<file path="src/rtl/span_param_master.sv">
// Bus initiator: buffers NUM_REGS SPAN parameters, writes them to the span_cme slave, settles, then reads one result.
// Defining SPAN_WR_READBACK_EN adds a read-back compare after every parameter write (sticky verify_err).
module span_param_master #(
    parameter int NUM_REGS      = 29,
    parameter int SETTLE_CYCLES = 64,
    parameter int RESULT_OFFSET = 0,
    parameter int READ_LATENCY  = 1
) (
    input  logic        clk,
    input  logic        reset,
    input  logic        ld_valid,
    input  logic [15:0] ld_data,
    output logic        ld_ready,
    input  logic        ld_clear,
    output logic [4:0]  count,
    input  logic        start,
    output logic        busy,
    output logic        done,
    output logic [15:0] result,
    output logic        result_valid,
    output logic        chipselect,
    output logic        write,
    output logic        read,
    output logic [4:0]  offset,
    output logic [15:0] writeData,
    input  logic [15:0] readData,
    output logic        verify_err
);
    localparam int CNT_W = $clog2(NUM_REGS + 1);
    localparam int IDX_W = (NUM_REGS > 1) ? $clog2(NUM_REGS) : 1;
    localparam int TMR_W = $clog2(SETTLE_CYCLES + READ_LATENCY + 1);

    typedef enum logic [2:0] {
        S_IDLE, S_WRITE, S_SETTLE, S_RDREQ, S_RDWAIT, S_DONE
    } state_e;

    state_e             state_q, state_d;
    logic [IDX_W-1:0]   idx_q, idx_d;
    logic [TMR_W-1:0]   tmr_q, tmr_d;
    logic [CNT_W-1:0]   count_q, count_d;
    logic [15:0]        result_q, result_d;
    logic               result_valid_q, result_valid_d;
    logic               buf_we;
    logic               can_load;
    logic               last_idx;
    logic [15:0]        buf_q [NUM_REGS];

`ifdef SPAN_WR_READBACK_EN
    typedef enum logic [1:0] {P_WR, P_RB, P_WAIT} phase_e;
    phase_e phase_q, phase_d;
    logic   verify_err_q, verify_err_d;
`endif

    assign can_load = (state_q == S_IDLE) && (count_q < CNT_W'(NUM_REGS));
    assign last_idx = (idx_q == IDX_W'(NUM_REGS - 1));

    always_comb begin
        // NOTE: every output of this block gets a default first, so no path leaves a value unassigned and no latch is inferred.
        state_d        = state_q;
        idx_d          = idx_q;
        tmr_d          = tmr_q;
        count_d        = count_q;
        result_d       = result_q;
        result_valid_d = result_valid_q;
        buf_we         = 1'b0;
        chipselect     = 1'b0;
        write          = 1'b0;
        read           = 1'b0;
        offset         = '0;
        writeData      = '0;
        done           = 1'b0;
        busy           = 1'b0;
`ifdef SPAN_WR_READBACK_EN
        phase_d        = phase_q;
        verify_err_d   = verify_err_q;
`endif

        unique case (state_q)
            S_IDLE: begin
                // Accepted start outranks ld_clear, which outranks a load.
                if (start && (count_q == CNT_W'(NUM_REGS))) begin
                    state_d        = S_WRITE;
                    idx_d          = '0;
                    tmr_d          = '0;
                    result_valid_d = 1'b0;
`ifdef SPAN_WR_READBACK_EN
                    phase_d        = P_WR;
                    verify_err_d   = 1'b0;
`endif
                end else if (ld_clear) begin
                    count_d = '0;
                end else if (ld_valid && can_load) begin
                    buf_we  = 1'b1;
                    count_d = count_q + 1'b1;
                end
            end

            S_WRITE: begin
                busy = 1'b1;
`ifdef SPAN_WR_READBACK_EN
                unique case (phase_q)
                    P_WR: begin
                        chipselect = 1'b1;
                        write      = 1'b1;
                        offset     = 5'(idx_q);
                        writeData  = buf_q[idx_q];
                        phase_d    = P_RB;
                    end
                    P_RB: begin
                        chipselect = 1'b1;
                        read       = 1'b1;
                        offset     = 5'(idx_q);
                        phase_d    = P_WAIT;
                        tmr_d      = '0;
                    end
                    default: begin
                        if (tmr_q == TMR_W'(READ_LATENCY - 1)) begin
                            if (readData != buf_q[idx_q]) verify_err_d = 1'b1;
                            phase_d = P_WR;
                            tmr_d   = '0;
                            if (last_idx) state_d = S_SETTLE;
                            else          idx_d   = idx_q + 1'b1;
                        end else begin
                            tmr_d = tmr_q + 1'b1;
                        end
                    end
                endcase
`else
                chipselect = 1'b1;
                write      = 1'b1;
                offset     = 5'(idx_q);
                writeData  = buf_q[idx_q];
                if (last_idx) begin
                    state_d = S_SETTLE;
                    tmr_d   = '0;
                end else begin
                    idx_d = idx_q + 1'b1;
                end
`endif
            end

            S_SETTLE: begin
                busy = 1'b1;
                if (tmr_q == TMR_W'(SETTLE_CYCLES - 1)) begin
                    state_d = S_RDREQ;
                    tmr_d   = '0;
                end else begin
                    tmr_d = tmr_q + 1'b1;
                end
            end

            S_RDREQ: begin
                busy       = 1'b1;
                chipselect = 1'b1;
                read       = 1'b1;
                offset     = 5'(RESULT_OFFSET);
                state_d    = S_RDWAIT;
                tmr_d      = '0;
            end

            S_RDWAIT: begin
                busy = 1'b1;
                if (tmr_q == TMR_W'(READ_LATENCY - 1)) begin
                    result_d       = readData;
                    result_valid_d = 1'b1;
                    state_d        = S_DONE;
                end else begin
                    tmr_d = tmr_q + 1'b1;
                end
            end

            default: begin
                done    = 1'b1;
                state_d = S_IDLE;
            end
        endcase
    end

    always_ff @(posedge clk) begin
        // NOTE: sequential state uses non-blocking assignments so every register samples the pre-edge values.
        if (!reset) begin
            state_q        <= S_IDLE;
            idx_q          <= '0;
            tmr_q          <= '0;
            count_q        <= '0;
            result_q       <= '0;
            result_valid_q <= 1'b0;
`ifdef SPAN_WR_READBACK_EN
            phase_q        <= P_WR;
            verify_err_q   <= 1'b0;
`endif
        end else begin
            state_q        <= state_d;
            idx_q          <= idx_d;
            tmr_q          <= tmr_d;
            count_q        <= count_d;
            result_q       <= result_d;
            result_valid_q <= result_valid_d;
`ifdef SPAN_WR_READBACK_EN
            phase_q        <= phase_d;
            verify_err_q   <= verify_err_d;
`endif
        end
    end

    // NOTE: the parameter buffer is deliberately not reset; count gates every read, so its contents never matter after reset.
    always_ff @(posedge clk) begin
        if (buf_we) buf_q[IDX_W'(count_q)] <= ld_data;
    end

    assign ld_ready     = can_load;
    assign count        = 5'(count_q);
    assign result       = result_q;
    assign result_valid = result_valid_q;
`ifdef SPAN_WR_READBACK_EN
    assign verify_err   = verify_err_q;
`else
    assign verify_err   = 1'b0;
`endif

endmodule

</file>
<file path="config.mk">
export PLATFORM = sky130hd
export DESIGN_NAME = span_param_master
export DESIGN_NICKNAME = d
export VERILOG_FILES = /design/src/rtl/span_param_master.sv
export SDC_FILE = /design/constraint.sdc
export NUM_CORES = 1
export LEC_CHECK = 0
export ABC_AREA = 1
export CAP_MARGIN = 20
export CORE_MARGIN = 3
export CORE_UTILIZATION = 61
export CTS_CLUSTER_SIZE = 16
export DETAILED_ROUTE_END_ITERATION = 10
export GPL_TIMING_DRIVEN = 0
export PLACE_DENSITY = 0.89
export SYNTH_ARGS = -nofsm -noshare
export SYNTH_HDL_FRONTEND = slang
export SYNTH_SLANG_ARGS = --single-unit
</file>
<file path="constraint.sdc">
create_clock -name clk -period 3.6 [get_ports clk]
set_input_delay 0.9 -clock clk [delete_from_list [all_inputs] [get_ports clk]]
set_output_delay 0.9 -clock clk [all_outputs]
set_load 0.05 [all_outputs]
</file>
==> metrics.csv <==
stage;metric;value;unit
run_status;violated checks;setup timing;
synthesis;synthesized cell area;21350;um^2
run;Max-Cap Viols;0;
critical_path;crit path kind;flip-flop to output pin;
synthesis;number of synthesized flops with an enable pin;464;
drt;vias;16398;
floorplanning;Core Rows;67;
synthesis;cell taking the most area after synthesis;edfxtp_1;
sta;Max-slew headroom;37.13;%
layout;fin nets;2237;
synthesis;async set-or-reset flop fraction in the synthesized netlist;0;%
floorplanning;Die W;193.1;um
clock_tree;root buffer cell;clkbuf_16;
sta;fmax;0.2775;GHz
layout;post-route design area;25280;um^2
global_routing;GRT overflow;0;
clock_tree;Setup Fix Bufs, Post-CTS;0;
layout;share of cells above drive strength 1;13.15;%
global_routing;first-pass GRT wire length;92490;um
global_routing;GRT met3 Usage;8.443;%
floorplanning;Initial Util;62.73;%
clock_tree;CTS Buf Count;50;
synthesis;Mapped Cells;2011;
clock_tree;TritonCTS clock tree;done;
placement;PortBufs;85;
sta;max-slew violation count;0;
critical_path;CP required;2.70;ns
synthesis;post-synthesis register bit count;506;
sta;Setup WS post-layout;-0.003942;ns
sta;# setup viols final;1;
sta;fin crit share;100.1;%
critical_path;CP Capture Type;output pin;
global_routing;initial antenna violation count;0;
drt;Routed WL per cell;23.48;um
global_routing;largest net degree at the start of global routing;30;
floorplanning;Core Box Area;34040;um^2
critical_path;CP Launch Type;flip-flop;
synthesis;prevailing post-synth register cell;edfxtp_1;
layout;commonest non-fill, non-tap cell in the layout;nand2_1;
layout;most frequent cells in the layout;nand2_1, edfxtp_1, nand3_1, nor2_1, inv_1;
drt;Routed Antenna Nets;0;
synthesis;Warnings, synthesis;0;
drt;DRT Pass-1 Iters;7;
drt;vias per cell;6.128;
synthesis;Mapped Avg Cell Area;10.62;um^2
clock_tree;CTS Hold Bufs;0;
sta;Tmin final;3.604;ns
synthesis;sequential area share after synthesis;69.19;%
synthesis;Yosys top cell area share;65.26;%
sta;worst clock skew;0.02027;ns
global_routing;met2 Usage GRT;53.53;%
synthesis;Netlist cell types;34;
layout;antenna cells;0;
critical_path;CP arrival;2.70;ns
placement;Place WS;-0.3071;ns
synthesis;dominant cells by area after synthesis;edfxtp_1, nand2_1, nand3_1;
sta;worst-margin pin slew;0.9420;ns
power_and_ir_drop;worst-case vdd ir drop;0.4264;mV
placement;DP Wirelength;41520;um
placement;Placement Cell Area;23390;um^2
global_routing;number of global-route vias before repair;16068;
synthesis;Post-Syn Nets;2056;
floorplanning;Die Span Y;193.1;um
global_routing;grt met1 use;43.87;%
clock_tree;clk sinks;506;
power_and_ir_drop;power density cells;619.6;nW/um^2
clock_tree;Skew-Pair Late Insertion Delay;0.58;ns
drt;total routed wirelength;62830;um
power_and_ir_drop;static leakage;9.735;nW
critical_path;maximum fanout along the worst path;10;
power_and_ir_drop;total power draw;15.67;mW
clock_tree;H-tree Lvls;2;
clock_tree;Worst-path clk slew;0.06;ns
drt;# DRC;0;
min_path;Hold Crit Class;flip-flop to flip-flop;
global_routing;GRT Max-Usage Layer;met2;
placement;Final Wtd Congestion;0.9790;
run_status;outcome;complete, but fails checks;
global_routing;All-Layer GR Usage;33.66;%
floorplanning;# IOs;87;
clock_tree;Max Root-Sink Buffers;3;
sta;endpoints failing hold;0;
layout;Area Overhead vs Synth;18.41;%
drt;drt first-iter violations;2258;
floorplanning;Die Area;37280;um^2
## cell families (layout without fill, tap and decap cells)
group	after synthesis	count (layout)	synth area share (%)
and+or+nand+nor	1092	1092	21.37
DFF	506	506	69.19
buffers and inverters	270	487	5.479
AOI/OAI and AO/OA	129	129	3.270
adders and majority gates	8	8	0.4688
xor gates and xnor gates	5	5	0.2051
other	1	1	0.01756
## state kept, by name, indices dropped and copies added, names as in the netlist, named ones only
signal	count
buf_q	464
count	5
idx_q	5
result	16
result_valid	1
state_q	3
tmr_q	7
## power breakdown
group | total [mW] | switching, mW | internal [mW]
sequential | 6.53 | 0.0410 | 6.49
combinational | 4.05 | 2.85 | 1.20
clock | 5.09 | 2.20 | 2.90
total | 15.7 | 5.08 | 10.6
## cell usage after synthesis, types with 2 or more instances
master      n
a21oi_1    51
buf_1      16
buf_2      40
buf_4       6
buf_6      11
clkbuf_1   33
dfxtp_1    42
edfxtp_1  464
ha_1        8
inv_1     155
inv_2       8
nand2_1   574
nand2_2     8
nand3_1   284
nor2_1    200
nor2_2      3
nor2_4      4
nor3_1      4
o211ai_1   18
o21ai_0    53
o21ai_1     4
or2_2      10
xnor2_1     2
xor2_1      3
## metal layers
metal / up-vias / wire length (um)
met3: 284 / 8635
met4: 0 / 3634
met5: - / 0
li1: 7114 / -
met2: 1368 / 28940
met1: 7632 / 21620
## timing repair
action / 4_1_cts / 5_1_grt
cloned: 0 / 1
pin swaps: 0 / 5
resized for setup: 126 / 80
endpoints found under the setup margin: 16 / 16
## through the flow
step	setup TNS, ns	hold WS, ns	instances	util (%)
floorplan	0	0.4706	2011	-
global placement	-103.65	0.4617	2544	66.88
detailed placement	-3.664	0.4691	2582	68.72
CTS	0	0.4931	2670	73.40
global route	-0.01573	0.5465	2676	74.29
finish	-0.003942	0.4916	2676	74.29
## worst max-delay path: stages, from the launching register on
cell and delay, ns:
dfxtp_1 0.35, clkbuf_1 0.21, inv_1 0.14, clkbuf_1 0.46, nor2_1 0.11, a21oi_1 0.37
nand2_1 0.15, nand2_1 0.12, nor2_2 0.05, buf_6 0.15
## worst paths after layout
path	from	end	slack [ns]	cells after the start
worst max register to register	count[1]$_SDFFE_PN0P_	buf_q[12][9]$_DFFE_PP_	0.53	10
worst min-delay path	result_valid$_SDFFE_PN0P_	result_valid$_SDFFE_PN0P_	0.49	2
worst max-delay path	flip-flop	writeData[14]	-0.004	9
worst min register to register	result_valid$_SDFFE_PN0P_	result_valid$_SDFFE_PN0P_	0.49	2
## cell type report
cell class | instances | area, um^2
Buffer | 107 | 689.4
Clock buffer | 60 | 1320
Clock inverter | 28 | 249.0
Fill cell | 2126 | 8752
Inverter | 163 | 611.8
Multi-Input combinational cell | 1235 | 5544
Sequential cell | 506 | 14770
Tap cell | 448 | 560.5
Timing Repair Buffer | 129 | 1534
Note: power is estimated with default switching activity, not from simulation.
